<file path="src/rtl/loader_pkg.sv">
// +--------------------------------------------------------------------------+
// | Module  : loader_pkg                                                     |
// | Brief   : Shared state encoding and frame constants for program_loader.  |
// | Revision: 1.0 - initial release                                          |
// +--------------------------------------------------------------------------+
`default_nettype none

package loader_pkg;

  typedef enum logic [2:0] {
    COUNT_LO = 3'd0,
    COUNT_HI = 3'd1,
    WORD     = 3'd2,
    CHECK    = 3'd3,
    DONE     = 3'd4,
    ERROR    = 3'd5
  } loader_state_t;

  localparam int WORD_BYTES  = 4;
  localparam int COUNT_WIDTH = 16;

endpackage

`default_nettype wire

</file>
<file path="src/rtl/byte_packer.sv">
// +--------------------------------------------------------------------------+
// | Module  : byte_packer                                                    |
// | Brief   : Packs little-endian bytes into 32-bit words, pulses when full. |
// | Revision: 1.0 - initial release                                          |
// +--------------------------------------------------------------------------+
`default_nettype none

module byte_packer
  import loader_pkg::*;
(
  input  logic        clk,
  input  logic        reset,
  input  logic        clear_i,
  input  logic        byte_valid_i,
  input  logic [7:0]  byte_data_i,
  output logic        last_lane_o,
  output logic        word_ready_pulse_o,
  output logic [31:0] word_o
);

  logic [1:0]  idx_q,   idx_d;
  logic [31:0] word_q,  word_d;
  logic        pulse_q, pulse_d;

  assign last_lane_o = (idx_q == 2'(WORD_BYTES - 1));

  // Lanes are overwritten in place, so the register holds the full word for
  // exactly the cycle after its last byte, even if the next byte lands then.
  always_comb begin
    idx_d   = idx_q;
    word_d  = word_q;
    pulse_d = 1'b0;
    if (byte_valid_i) begin
      word_d[{idx_q, 3'b000} +: 8] = byte_data_i;
      idx_d   = idx_q + 2'd1;
      pulse_d = last_lane_o;
    end
  end

  always_ff @(posedge clk) begin
    if (reset || clear_i) begin
      idx_q   <= 2'd0;
      word_q  <= 32'd0;
      pulse_q <= 1'b0;
    end else begin
      idx_q   <= idx_d;
      word_q  <= word_d;
      pulse_q <= pulse_d;
    end
  end

  assign word_ready_pulse_o = pulse_q;
  assign word_o             = word_q;

endmodule

`default_nettype wire

</file>
<file path="src/rtl/program_loader.sv">
// +--------------------------------------------------------------------------+
// | Module  : program_loader                                                 |
// | Brief   : Loads a counted byte-stream image into instruction memory and  |
// |           holds the CPU in reset until the image is complete.            |
// | Build   : define CHECKSUM_EN to add the trailing XOR check byte.         |
// | Revision: 1.0 - initial release                                          |
// +--------------------------------------------------------------------------+
`default_nettype none

module program_loader
  import loader_pkg::*;
#(
  parameter int MEM_DEPTH  = 256,
  parameter int ADDR_WIDTH = 8
) (
  input  logic                  clk,
  input  logic                  reset,
  input  logic                  byteValid,
  input  logic [7:0]            byteData,
  output logic                  byteReady,
  input  logic                  restartLoad,
  output logic                  wordWrite,
  output logic [ADDR_WIDTH-1:0] wordAddr,
  output logic [31:0]           wordData,
  output logic                  cpuReset,
  output logic                  loadDone,
  output logic                  loadError
);

  localparam logic [COUNT_WIDTH-1:0] c_max_words = COUNT_WIDTH'(MEM_DEPTH);
`ifdef CHECKSUM_EN
  localparam loader_state_t c_frame_end = CHECK;
`else
  localparam loader_state_t c_frame_end = DONE;
`endif

  loader_state_t          state_q,    state_d;
  logic [COUNT_WIDTH-1:0] count_q,    count_d;
  logic [ADDR_WIDTH-1:0]  word_idx_q, word_idx_d;
  logic [ADDR_WIDTH-1:0]  addr_q,     addr_d;
  logic                   cpu_rst_q,  cpu_rst_d;
`ifdef CHECKSUM_EN
  logic [7:0]             chk_q,      chk_d;
`endif

  logic                   accept;
  logic                   word_byte;
  logic                   restart_ok;
  logic                   last_lane;
  logic [COUNT_WIDTH-1:0] hdr_count;

  assign byteReady  = (state_q == COUNT_LO) || (state_q == COUNT_HI) ||
                      (state_q == WORD)     || (state_q == CHECK);
  assign accept     = byteValid && byteReady;
  assign word_byte  = accept && (state_q == WORD);
  assign restart_ok = restartLoad && ((state_q == DONE) || (state_q == ERROR));
  assign hdr_count  = {byteData, count_q[7:0]};

  byte_packer u_packer (
    .clk                (clk),
    .reset              (reset),
    .clear_i            (restart_ok),
    .byte_valid_i       (word_byte),
    .byte_data_i        (byteData),
    .last_lane_o        (last_lane),
    .word_ready_pulse_o (wordWrite),
    .word_o             (wordData)
  );

  always_comb begin
    state_d    = state_q;
    count_d    = count_q;
    word_idx_d = word_idx_q;
    addr_d     = addr_q;
`ifdef CHECKSUM_EN
    chk_d      = chk_q;
`endif
    case (state_q)
      COUNT_LO: begin
        if (accept) begin
          count_d[7:0] = byteData;
          state_d      = COUNT_HI;
        end
      end
      COUNT_HI: begin
        if (accept) begin
          count_d = hdr_count;
          if (hdr_count > c_max_words) begin
            state_d = ERROR;
          end else if (hdr_count == '0) begin
            state_d = c_frame_end;
          end else begin
            state_d = WORD;
          end
        end
      end
      WORD: begin
        if (accept) begin
`ifdef CHECKSUM_EN
          chk_d = chk_q ^ byteData;
`endif
          if (last_lane) begin
            // Address is latched with the word so it lines up with the write strobe.
            addr_d     = word_idx_q;
            word_idx_d = word_idx_q + 1'b1;
            if (COUNT_WIDTH'(word_idx_q) == count_q - 1'b1) begin
              state_d = c_frame_end;
            end
          end
        end
      end
`ifdef CHECKSUM_EN
      CHECK: begin
        if (accept) begin
          state_d = (byteData == chk_q) ? DONE : ERROR;
        end
      end
`endif
      DONE, ERROR: begin
        if (restartLoad) begin
          state_d    = COUNT_LO;
          count_d    = '0;
          word_idx_d = '0;
          addr_d     = '0;
`ifdef CHECKSUM_EN
          chk_d      = '0;
`endif
        end
      end
      default: state_d = COUNT_LO;
    endcase
  end

  // Released only once DONE has been registered, so never before the last write.
  assign cpu_rst_d = !((state_q == DONE) && !restartLoad);

  always_ff @(posedge clk) begin
    if (reset) begin
      state_q    <= COUNT_LO;
      count_q    <= '0;
      word_idx_q <= '0;
      addr_q     <= '0;
      cpu_rst_q  <= 1'b1;
`ifdef CHECKSUM_EN
      chk_q      <= '0;
`endif
    end else begin
      state_q    <= state_d;
      count_q    <= count_d;
      word_idx_q <= word_idx_d;
      addr_q     <= addr_d;
      cpu_rst_q  <= cpu_rst_d;
`ifdef CHECKSUM_EN
      chk_q      <= chk_d;
`endif
    end
  end

  assign wordAddr  = addr_q;
  assign cpuReset  = cpu_rst_q;
  assign loadDone  = (state_q == DONE);
  assign loadError = (state_q == ERROR);

endmodule

`default_nettype wire
</file>
<file path="config.mk">
export PLATFORM = sky130hd
export DESIGN_NAME = program_loader
export DESIGN_NICKNAME = d
export VERILOG_FILES = /design/src/rtl/loader_pkg.sv /design/src/rtl/byte_packer.sv /design/src/rtl/program_loader.sv
export SDC_FILE = /design/constraint.sdc
export NUM_CORES = 1
export LEC_CHECK = 0
export BUFFER_PORTS_ARGS = -buffer_cell sky130_fd_sc_hd__buf_2
export CAP_MARGIN = 20
export CORE_UTILIZATION = 55
export CTS_BUF_LIST = sky130_fd_sc_hd__clkbuf_4
export DETAILED_ROUTE_END_ITERATION = 10
export GPL_TIMING_DRIVEN = 0
export PLACE_DENSITY = 0.78
export SYNTH_ARGS = -nofsm -noshare
export SYNTH_HDL_FRONTEND = slang
export SYNTH_HIERARCHICAL = 1
export SYNTH_SLANG_ARGS = --single-unit
</file>
<file path="constraint.sdc">
create_clock -name clk -period 2.62 [get_ports clk]
set_input_delay 0.131 -clock clk [delete_from_list [all_inputs] [get_ports clk]]
set_output_delay 0.131 -clock clk [all_outputs]
set_load 0.03 [all_outputs]
</file>
==> results of run 1 <==
-- kinds of logic after synthesis --
| group | Yosys count |
|---|---|
| DFF | 71 |
| and+or+nand+nor | 175 |
| xor gates and xnor gates | 15 |
| muxes | 3 |
| adders and majority gates | 9 |
| AOI/OAI and AO/OA | 93 |
| buffers and inverters | 31 |
-- power by group through the flow --
stage	Combinational, mW	Sequential (mW)	Clock (mW)
2_1_floorplan	0.778	1.27	0
3_3_place_gp	1.02	1.26	0
3_5_place_dp	1.04	1.26	0
4_1_cts	1.06	1.24	0.911
5_1_grt	1.20	1.26	0.946
6_report	1.08	1.25	0.897
-- cells in the final DEF (no fill, tap or decap), drive strengths merged, types with 3 or more instances in the layout --
cell     count
a32oi       10
dfxtp       71
xor2        10
or2          3
a21oi       45
a22oi       11
bufinv       3
a31oi        3
inv         10
buf         63
nor4         4
nand3       15
a221oi       3
clkbuf      25
or4          3
or3          3
and3         3
nand4       26
o2111ai      3
ha           9
nor2        40
mux2i        3
xnor2        5
nand2       51
o21ai        6
nor3         7
nand2b      10
-- state kept, by name, summed over array words and instances (netlist names) --
name,cells
cpuReset,1
word_idx_q,8
count_q,16
u_packer/word_o,32
u_packer/word_ready_pulse_o,1
u_packer/idx_q,2
state_q,3
wordAddr,8
-- repair_timing --
item                       4_1_cts  5_1_grt
setup endpoints to repair        3        6
resized for setup                2        3
hold endpoints to repair         1        0
hold buffers                     1        0
-- worst max-delay path: cells and delay by family (launching register included) --
family | cells | cell delay (ns)
DFF | 1 | 0.40
and+or+nand+nor | 3 | 1.12
AOI/OAI and AO/OA | 3 | 0.56
adders and majority gates | 1 | 0.18
buffers and inverters | 1 | 0.14
-- cell type report --
| cell class | count | share of cell area |
|---|---|---|
| Multi-Input combinational cell | 295 | 0.455 |
| Sequential cell | 71 | 0.365 |
| Timing Repair Buffer | 58 | 0.0763 |
| Clock inverter | 7 | 0.0301 |
| Buffer | 22 | 0.0253 |
| Tap cell | 72 | 0.0231 |
| Clock buffer | 9 | 0.0173 |
| Inverter | 8 | 0.00770 |
-- layer usage --
| layer | vias to the layer above | part of all wire |
|---|---|---|
| met5 | - | 0 |
| met4 | 0 | 0.017 |
| met3 | 14 | 0.060 |
| met2 | 119 | 0.46 |
| met1 | 1513 | 0.47 |
| li1 | 1590 | - |
-- per-stage QoR --
| stage | hold slack [ns] | power [mW] | util | worst slack (ns) |
|---|---|---|---|---|
| finish | 0.0611 | 3.23 | 0.692 | 0.146 |
| global route | 0.0614 | 3.40 | 0.692 | 0.0187 |
| CTS | 0.0429 | 3.21 | 0.690 | 0.0146 |
| detailed placement | 0.361 | 2.30 | 0.653 | -0.0442 |
| global placement | 0.365 | 2.28 | 0.653 | -0.0274 |
| floorplan | 0.231 | 2.05 | - | 0.203 |
-- worst paths after layout --
check | startpoint | to | slack [ns] | depth (start not counted)
max | count_q[1] | state_q[2] | 0.15 | 8
min reg2reg | u_packer/word_o[5] | u_packer/word_o[5] | 0.46 | 2
max reg2reg | count_q[1] | state_q[2] | 0.15 | 8
min | byteData[7] | u_packer/word_o[23] | 0.06 | 3
==> metrics.md, run 1 <==
| Metric | Value |
|---|---|
| Setup TNS | 0 ns |
| Die ar. | 6340 µm² |
| Max stage delay cell, worst path | or4_1 |
| Largest family of logic cells by synthesized area | simple AND/OR/NAND/NOR gates |
| Netlist Area Pre-Place | 3320 µm² |
| Crit Path Class | reg -> reg |
| Number of H-tree levels | 3 |
| Switching power | 1.19 mW |
| Post-Synth XOR/XNOR Area | 0.0396 |
| Lkg Pwr | 1.53 nW |
| Clock Power Share | 0.278 |
| Post-synth net total | 418 |
| CP Max Fanout | 7 |
| Critical path required time | 2.95 ns |
| Inst Count DP | 525 |
| Number of antenna violations at the first check in global routing | 0 |
| Num rows | 27 |
| Met1 GRT Util | 0.411 |
| Number of global-route vias before repair | 2,897 |
| Count leader, synth | dfxtp_1 |
| Port Buffers | 56 |
| Via count | 3,236 |
| Remaining Overflow, GRT | 0 |
| Pin count of the biggest net entering global routing | 14 |
| Startpoint types | register |
| Switch share | 0.368 |
| Post-CTS setup buffer count | 0 |
| CTS max path bufs | 2 |
| Sequential element share of the synthesized area | 0.429 |
| Area leader, netlist | dfxtp_1 |
| DIE HEIGHT | 79.6 µm |
| Most Used Layer, Global Route | met2 |
| Syn Inst Count | 397 |
| CTS buffer count | 9 |
| Diode count | 0 |
| Post-synth cell types | 51 |
| Synth cell count leaders | dfxtp_1 (71), nand2_1 (51), a21oi_1 (45), nor2_1 (40), nand4_1 (26) |
| Power per cell area | 828 nW/µm² |
| Crit path DAT | 2.81 ns |
| Post-synthesis simple-gate area fraction | 0.270 |
| Synthesized area per cell | 8.35 µm² |
| TritonCTS clock tree | built |
| Synth Warn # | 6 |
| Clock sink count | 71 |
| Mux share of post-synthesis cell area | 0.00906 |
| Fillcell total | 471 |
| CP max stage delay | 0.48 ns |
| Worst-path clk slew | 0.13 ns |
| Core ar. | 5640 µm² |
| Initial drt markers | 254 |
| Number of synthesized register bits | 71 |
| Drt drc | 0 |
| Max Freq | 404 MHz |
| Final Cell Area | 3900 µm² |
| Final wirelength | 8600 µm |
| Peak ir drop on the vdd network | 0.496 mV |
| Endpoints failing hold | 0 |
| DP Wirelength | 6050 µm |
| EDFF count, synth | 0 |
| Slew Viols, Final | 0 |
| Crit path cell chain | inv_1 > ha_4 > or3b_4 > or4_1 > a22oi_1 > and4b_1 > a31oi_1 > a221oi_2 |
| Internal power | 2.04 mW |
| Layout area overhead | 17.7% |
| Met3 Use GR | 0.0514 |
| Register area | 1420 µm² |
| Clock Latency Late Sink | 0.42 ns |
| DR pass1 iterations | 5 |
| Share of cells above drive strength 1 | 0.196 |
| Top post-synthesis cells by area | dfxtp_1 (43%), a21oi_1 (6.8%), nand2_1 (5.8%) |
| Tcrit/Tclk final | 0.944 |
| Async S/R FF share, synth | 0 |
| Gate power share | 0.336 |
| Worst min-delay path class | in -> reg |
| Status | complete, no violations |
| Clock period minus worst slack | 2.47 ns |
| Share of the synthesized area in the top cell type | 0.429 |
| DR vias/cell | 5.97 |
| Finish-stage setup viols | 0 |
| Synth Flop Type | dfxtp_1 |
| Placer Congestion | 0.874 |
| Layout Cells excl Fill | 542 |
| All-layer global routing usage | 0.291 |
| NumNets Final | 486 |
| Measured slew at the worst slew-check pin | 0.571 ns |
| First-pass GRT wire length | 14,000 µm |
| Max cap viols | 0 |
| Remaining antenna violation count | 0 |
| Horiz. Die Dim | 79.6 µm |
| Met2 usage | 0.434 |
| Sequential Power Share | 0.386 |
| CP Capture Type | register |
| WL/cell | 15.9 µm |
| CTS Root Cell | clkbuf_4 |
| RSZ-0062 raised after global routing | no |
| Synth Area in Adders | 0.0340 |
| Clock skew | 0.0121 ns |
| Placed inst area | 3690 µm² |
| Starting Density | 0.588 |
| Multi-input logic area | 1780 µm² |
| Synth Area in Compound Gates | 0.179 |
| Slew margin rel. | 0.618 |
| I/O Pins | 57 |
(Power assumes the default switching activity.)
==> run 2, diff against run 1 <==
ABC_AREA = 1   (was unset)
==> metrics.md, run 2 <==
| Metric | Value |
|---|---|
| Met3 Use GR | 0.0495 (was 0.0514) |
| Max stage delay cell, worst path | dfxtp_1 (was or4_1) |
| Number of global-route vias before repair | 3,241 (was 2,897) |
| Clock Latency Late Sink | 0.43 ns (was 0.42 ns) |
| Crit path cell chain | inv_2 > buf_2 > ha_1 > inv_1 > nand2_1 > nor2_4 > nand2_1 > a21oi_1 (was inv_1 > ha_4 > or3b_4 > or4_1 > a22oi_1 > and4b_1 > a31oi_1 > a221oi_2) |
| Finish-stage setup viols | 0 (unchanged) |
| Max cap viols | 0 (unchanged) |
| Max reg flops | 32 (unchanged) |
| Top post-synthesis cells by area | dfxtp_1 (38%), nand2_1 (16%), a21oi_1 (8.8%) (was dfxtp_1 (43%), a21oi_1 (6.8%), nand2_1 (5.8%)) |
| CP Capture Type | register (unchanged) |
| Remaining Overflow, GRT | 0 (unchanged) |
| CTS Root Cell | clkbuf_4 (unchanged) |
| Violated checks | design-rule violations |
| Status | finished with violations (was complete, no violations) |
| Post-layout util | 0.657 (was 0.692) |
| Num rows | 29 (was 27) |
| Layout area overhead | 14.1% (was 17.7%) |
| Netlist Area Pre-Place | 3700 µm² (was 3320 µm²) |
| Lkg Pwr | 1.92 nW (was 1.53 nW) |
| DIE HEIGHT | 84.0 µm (was 79.6 µm) |
| Worst-path clk slew | 0.14 ns (was 0.13 ns) |
| WL/cell | 12.8 µm (was 15.9 µm) |
| Fillcell total | 608 (was 471) |
| Async S/R FF share, synth | 0 (unchanged) |
| CP max stage delay | 0.51 ns (was 0.48 ns) |
| Port Buffers | 56 (unchanged) |
| Synth cell count leaders | nand2_1 (161), dfxtp_1 (71), a21oi_1 (65), nor2_1 (56), inv_1 (47) (was dfxtp_1 (71), nand2_1 (51), a21oi_1 (45), nor2_1 (40), nand4_1 (26)) |
| EDFF count, synth | 0 (unchanged) |
| First-pass GRT wire length | 14,800 µm (was 14,000 µm) |
| Most frequent cells in the layout | nand2_1 (161), dfxtp_1 (71), a21oi_1 (65), buf_2 (60), nor2_1 (56) (was dfxtp_1 (70), buf_2 (60), nand2_1 (51), a21oi_1 (45), nor2_1 (39)) |
| Measured slew at the worst slew-check pin | 0.544 ns (was 0.571 ns) |
| Power per cell area | 943 nW/µm² (was 828 nW/µm²) |
| NumNets Final | 635 (was 486) |
| Synth Warn # | 6 (unchanged) |
| Starting Density | 0.576 (was 0.588) |
| Crit-path leading delay family | flip-flops (was simple AND/OR/NAND/NOR gates) |
| CP Buf/Inv Count | 3 (was 1) |
| Sequential element share of the synthesized area | 0.384 (was 0.429) |
| Share of cells above drive strength 1 | 0.191 (was 0.196) |
| DR pass1 iterations | 8 (was 5) |
| Max Freq | 493 MHz (was 404 MHz) |
| Clock sink count | 71 (unchanged) |
| RSZ-0062 raised after global routing | no (unchanged) |
| Placer Congestion | 0.896 (was 0.874) |
| DP Wirelength | 6570 µm (was 6050 µm) |
| Via count | 3,661 (was 3,236) |
| DR vias/cell | 5.26 (was 5.97) |
| Final wirelength | 8920 µm (was 8600 µm) |
| Count leader, synth | nand2_1 (was dfxtp_1) |
| Number of synthesized register bits | 71 (unchanged) |
| Diode count | 0 (unchanged) |
| Pin count of the biggest net entering global routing | 14 (unchanged) |
| Post-synth net total | 565 (was 418) |
| TritonCTS clock tree | built (unchanged) |
| CP Max Fanout | 12 (was 7) |
| Clock period minus worst slack | 2.03 ns (was 2.47 ns) |
| Share of the synthesized area in the top cell type | 0.384 (was 0.429) |
| Placed inst area | 4080 µm² (was 3690 µm²) |
| CTS max path bufs | 2 (unchanged) |
| Crit path DAT | 2.40 ns (was 2.81 ns) |
| Critical path required time | 2.99 ns (was 2.95 ns) |
| Post-synth cell types | 33 (was 51) |
| Crit path top cell by count | nand2_1 |
| Peak ir drop on the vdd network | 0.649 mV (was 0.496 mV) |
| Final Cell Area | 4220 µm² (was 3900 µm²) |
| Met2 usage | 0.400 (was 0.434) |
| Remaining antenna violation count | 0 (unchanged) |
| Slew margin rel. | 0.637 (was 0.618) |
| Number of H-tree levels | 3 (unchanged) |
| Synthesized area per cell | 6.80 µm² (was 8.35 µm²) |
| Startpoint types | register (unchanged) |
| Initial drt markers | 205 (was 254) |
| Synth Flop Type | dfxtp_1 (unchanged) |
| Drt drc | 6 (was 0) |
| Post_cts resized | 0 (was 2) |
| Horiz. Die Dim | 84.0 µm (was 79.6 µm) |
| Core ar. | 6420 µm² (was 5640 µm²) |
| Endpoints failing hold | 0 (unchanged) |
| Tcrit/Tclk final | 0.774 (was 0.944) |
| Number of antenna violations at the first check in global routing | 0 (unchanged) |
| All-layer global routing usage | 0.263 (was 0.291) |
| Most Used Layer, Global Route | met2 (unchanged) |
| Setup TNS | 0 ns (unchanged) |
| Area leader, netlist | dfxtp_1 (unchanged) |
| Most common cell after layout, fill and taps aside | nand2_1 (was dfxtp_1) |
| Worst min-delay path class | in -> reg (unchanged) |
| Met1 GRT Util | 0.368 (was 0.411) |
| Crit Path Class | reg -> reg (unchanged) |
| CTS buffer count | 9 (unchanged) |
| Clock skew | 0.0269 ns (was 0.0121 ns) |
| Slew Viols, Final | 0 (unchanged) |
| I/O Pins | 57 (unchanged) |
| Syn Inst Count | 544 (was 397) |
| Die ar. | 7060 µm² (was 6340 µm²) |
run 2: changes by cell type after synthesis, moves of 16 or more:
cell and change:
nand2_1 +110, inv_1 +41, a21oi_1 +20, nor2_1 +16, nand4_1 -23, nand3_1 +16
run 2: worst paths after layout:
kind | start | end | slack, ns | cells past startpoint
min reg2reg | wordAddr[3] | wordAddr[3] | 0.47 | 2
max | u_packer/idx_q[0] | u_packer/word_o[26] | 0.59 | 8
max reg2reg | u_packer/idx_q[0] | u_packer/word_o[26] | 0.59 | 8
min | byteData[6] | count_q[14] | 0.02 | 3
run 2: report_power, final:
group | internal, mW | switching [mW]
Sequential | 1.20 | 0.146
Combinational | 0.677 | 1.35
Clock | 0.195 | 0.411
Total | 2.07 | 1.91
run 2: repair_timing:
action	CTS	global route
setup buffers	0	0
hold buffers	2	1
endpoints found under the hold margin	2	1
run 2: per-stage QoR:
stage | cells | setup WS (ns) | hold slack (ns) | total power [mW]
after global routing | 696 | 0.467 | 0.0184 | 4.30
after floorplan | 544 | 0.951 | 0.279 | 2.97
after detailed placement | 677 | 0.699 | 0.401 | 3.36
after CTS | 695 | 0.644 | 0.00167 | 3.96
after global placement | 677 | 0.754 | 0.393 | 3.30
final | 696 | 0.592 | 0.0196 | 3.98
run 2: cell families (layout without fill, tap and decap cells):
family          Yosys count  count (layout)  synth area share
buf+inv                  71             146            0.0795
fa+ha+maj                 9               9            0.0304
compound gates           90              90             0.126
flops                    71              71             0.384
xor+xnor                  8               8            0.0189
simple gates            295             295             0.361
run 2: layout make-up:
type | count | area [µm²] | area share
multi-input cells | 402 | 1980 | 0.470
repair buffers | 59 | 310 | 0.0735
flip-flops and latches | 71 | 1420 | 0.337
plain buffers | 12 | 72.6 | 0.0172
clock buffers | 9 | 67.6 | 0.0160
clock inverters | 7 | 46.3 | 0.0110
well taps | 77 | 96.3 | 0.0228
inverters | 59 | 221 | 0.0525
run 2: tightest hold or removal path: cells and delay by family:
kind / cells / cell delay (ns)
compound gates: 1 / 0.06
buf+inv: 1 / 0.15
simple gates: 1 / 0.08
run 2: metal layers:
metal / routed length, µm / vias up
met5: 0 / -
met4: 127 / 0
met3: 557 / 12
met2: 3950 / 117
met1: 4280 / 1654
li1: - / 1878
==> run 3, diff against run 2 <==
clock period = 2.1 ns   (was 2.62 ns; I/O delays follow)
==> metrics.md, run 3 (synthesis gave the netlist of run 2 again) <==
| Metric | Value |
|---|---|
| Drt drc | 6 (unchanged) |
| Horiz. Die Dim | 84.0 µm (unchanged) |
| Max stage delay cell, worst path | dfxtp_2 (was dfxtp_1) |
| Clock period minus worst slack | 1.90 ns (was 2.03 ns) |
| Number of global-route vias before repair | 3,254 (was 3,241) |
| Pin count of the biggest net entering global routing | 14 (unchanged) |
| Num rows | 29 (unchanged) |
| Internal power | 2.60 mW (was 2.07 mW) |
| Power per cell area | 1170 nW/µm² (was 943 nW/µm²) |
| Setup TNS | 0 ns (unchanged) |
| Worst min-delay path class | in -> reg (unchanged) |
| Final wirelength | 8950 µm (was 8920 µm) |
| Max cap viols | 0 (unchanged) |
| Finish-stage setup viols | 0 (unchanged) |
| Via count | 3,688 (was 3,661) |
| DR pass1 iterations | 9 (was 8) |
| WL/cell | 12.8 µm (about the same) |
| Post-layout util | 0.664 (was 0.657) |
| Die ar. | 7060 µm² (unchanged) |
| All-layer global routing usage | 0.266 (was 0.263) |
| Remaining Overflow, GRT | 0 (unchanged) |
| Tcrit/Tclk final | 0.906 (was 0.774) |
| Most common cell after layout, fill and taps aside | nand2_1 (unchanged) |
| Clock skew | 0.0307 ns (was 0.0269 ns) |
| DR vias/cell | 5.27 (was 5.26) |
| DP Wirelength | 6570 µm (unchanged) |
| Hold path depth | 3 (unchanged) |
| CP Capture Type | register (unchanged) |
| Max Freq | 525 MHz (was 493 MHz) |
| Layout area overhead | 15.3% (was 14.1%) |
| Core ar. | 6420 µm² (unchanged) |
| Critical path required time | 2.46 ns (was 2.99 ns) |
| Startpoint types | register (unchanged) |
| Clock Latency Late Sink | 0.44 ns (was 0.43 ns) |
| First-pass GRT wire length | 14,900 µm (was 14,800 µm) |
| Initial drt markers | 234 (was 205) |
| Sequential Power Share | 0.338 (was 0.339) |
| Lkg Pwr | 1.93 nW (was 1.92 nW) |
| Fillcell total | 602 (was 608) |
| Inst Count DP | 677 (unchanged) |
| CP Max Fanout | 12 (unchanged) |
| CTS buffer count | 9 (unchanged) |
| Worst-path clk slew | 0.14 ns (about the same) |
| TritonCTS clock tree | built (unchanged) |
| CP max stage delay | 0.43 ns (was 0.51 ns) |
| Endpoints failing hold | 0 (unchanged) |
| Clock sink count | 71 (unchanged) |
| Crit path top cell by count | nand2_1 (unchanged) |
| CTS Root Cell | clkbuf_4 (unchanged) |
| DIE HEIGHT | 84.0 µm (unchanged) |
| Share of cells above drive strength 1 | 0.193 (was 0.191) |
| Remaining antenna violation count | 0 (unchanged) |
| Post-CTS setup buffer count | 0 (unchanged) |
| Crit path cell chain | inv_2 > buf_2 > ha_1 > inv_1 > nand2_1 > nor2_4 > nand2_1 > a21oi_1 (unchanged) |
| Starting Density | 0.576 (unchanged) |
| Crit path DAT | 2.27 ns (was 2.40 ns) |
| CTS max path bufs | 2 (unchanged) |
| Status | finished with violations (unchanged) |
| Slew Viols, Final | 0 (unchanged) |
| Switching power | 2.38 mW (was 1.91 mW) |
| R2R depth | 8 (unchanged) |
| Port Buffers | 56 (unchanged) |
| Number of H-tree levels | 3 (unchanged) |
| Slew margin rel. | 0.635 (was 0.637) |
| RSZ-0062 raised after global routing | no (unchanged) |
| Violated checks | design-rule violations (unchanged) |
| Max reg flops | 32 (unchanged) |
| Switch share | 0.478 (was 0.479) |
| Measured slew at the worst slew-check pin | 0.547 ns (was 0.544 ns) |
| Diode count | 0 (unchanged) |
| Placer Congestion | 0.896 (unchanged) |
| Clock Power Share | 0.153 (was 0.152) |
| Peak ir drop on the vdd network | 0.805 mV (was 0.649 mV) |
| Crit Path Class | reg -> reg (unchanged) |
| Layout Cells excl Fill | 700 (was 696) |
| Number of antenna violations at the first check in global routing | 0 (unchanged) |
| NumNets Final | 639 (was 635) |
| Most frequent cells in the layout | nand2_1 (161), dfxtp_1 (70), a21oi_1 (65), buf_2 (60), nor2_1 (56) (was nand2_1 (161), dfxtp_1 (71), a21oi_1 (65), buf_2 (60), nor2_1 (56)) |
| Gate power share | 0.510 (was 0.509) |
| I/O Pins | 57 (unchanged) |
==> run 3: cell types whose count changed in the layout (fill, tap and decap cells not counted) <==
| cell | before | now |
|---|---|---|
| dfxtp_1 | 71 | 70 |
| dfxtp_2 | 0 | 1 |
| dlygate4sd3_1 | 3 | 7 |
| ha_1 | 9 | 8 |
| ha_2 | 0 | 1 |
==> run 3: worst max-delay path: cells and delay by family, from the launching register on <==
kind	cells	cell delay [ns]
AO/OA/AOI/OAI	1	0.16
adder cells (fa/ha/maj)	1	0.39
buffers and inverters	3	0.46
flip-flops	1	0.43
AND/OR/NAND/NOR	3	0.39
==> run 3: metal layers <==
metal,routed length (µm),GRT usage,up-vias
met5,0,0,-
met4,141,0.103,0
met3,484,0.0475,14
met2,4010,0.409,137
met1,4320,0.369,1647
li1,-,-,1890
==> run 3: power by group through the flow <==
stage / clock network (mW) / registers (mW) / logic (mW)
final: 0.760 / 1.68 / 2.53
after global routing: 0.829 / 1.70 / 2.85
after CTS: 0.769 / 1.67 / 2.51
after detailed placement: 0 / 1.71 / 2.48
after global placement: 0 / 1.70 / 2.42
after floorplan: 0 / 1.70 / 2.01
==> run 3: layout make-up <==
| cell class | count | area (µm²) | area share |
|---|---|---|---|
| plain buffers | 12 | 72.6 | 0.0170 |
| clock buffers | 9 | 67.6 | 0.0158 |
| clock inverters | 7 | 46.3 | 0.0109 |
| inverters | 59 | 221 | 0.0520 |
| multi-input cells | 402 | 1990 | 0.466 |
| flip-flops and latches | 71 | 1420 | 0.334 |
| repair buffers | 63 | 350 | 0.0822 |
| well taps | 77 | 96.3 | 0.0226 |
==> run 3: repair_timing <==
| item | CTS | global route |
|---|---|---|
| hold buffers | 7 | 0 |
| resized for setup | 0 | 2 |
| setup endpoints to repair | 0 | 8 |
| hold endpoints to repair | 8 | 0 |
==> run 3: final timing paths <==
check | startpoint | to | slack [ns]
setup / recovery | u_packer/idx_q[0] | u_packer/word_o[31] | 0.20
hold / removal | byteData[5] | count_q[13] | 0.03
setup reg to reg | u_packer/idx_q[0] | u_packer/word_o[31] | 0.20
hold reg to reg | wordAddr[3] | wordAddr[3] | 0.47
==> run 3: through the flow <==
| step | power, mW | setup slack (ns) | hold WS (ns) | area, µm² |
|---|---|---|---|---|
| 6_report | 4.97 | 0.197 | 0.0298 | 4260 |
| 3_3_place_gp | 4.12 | 0.234 | 0.367 | 4080 |
| 5_1_grt | 5.38 | 0.0247 | 0.0206 | 4260 |
| 2_1_floorplan | 3.71 | 0.431 | 0.253 | 3700 |
| 3_5_place_dp | 4.19 | 0.179 | 0.375 | 4080 |
| 4_1_cts | 4.95 | 0.124 | 0.00329 | 4260 |
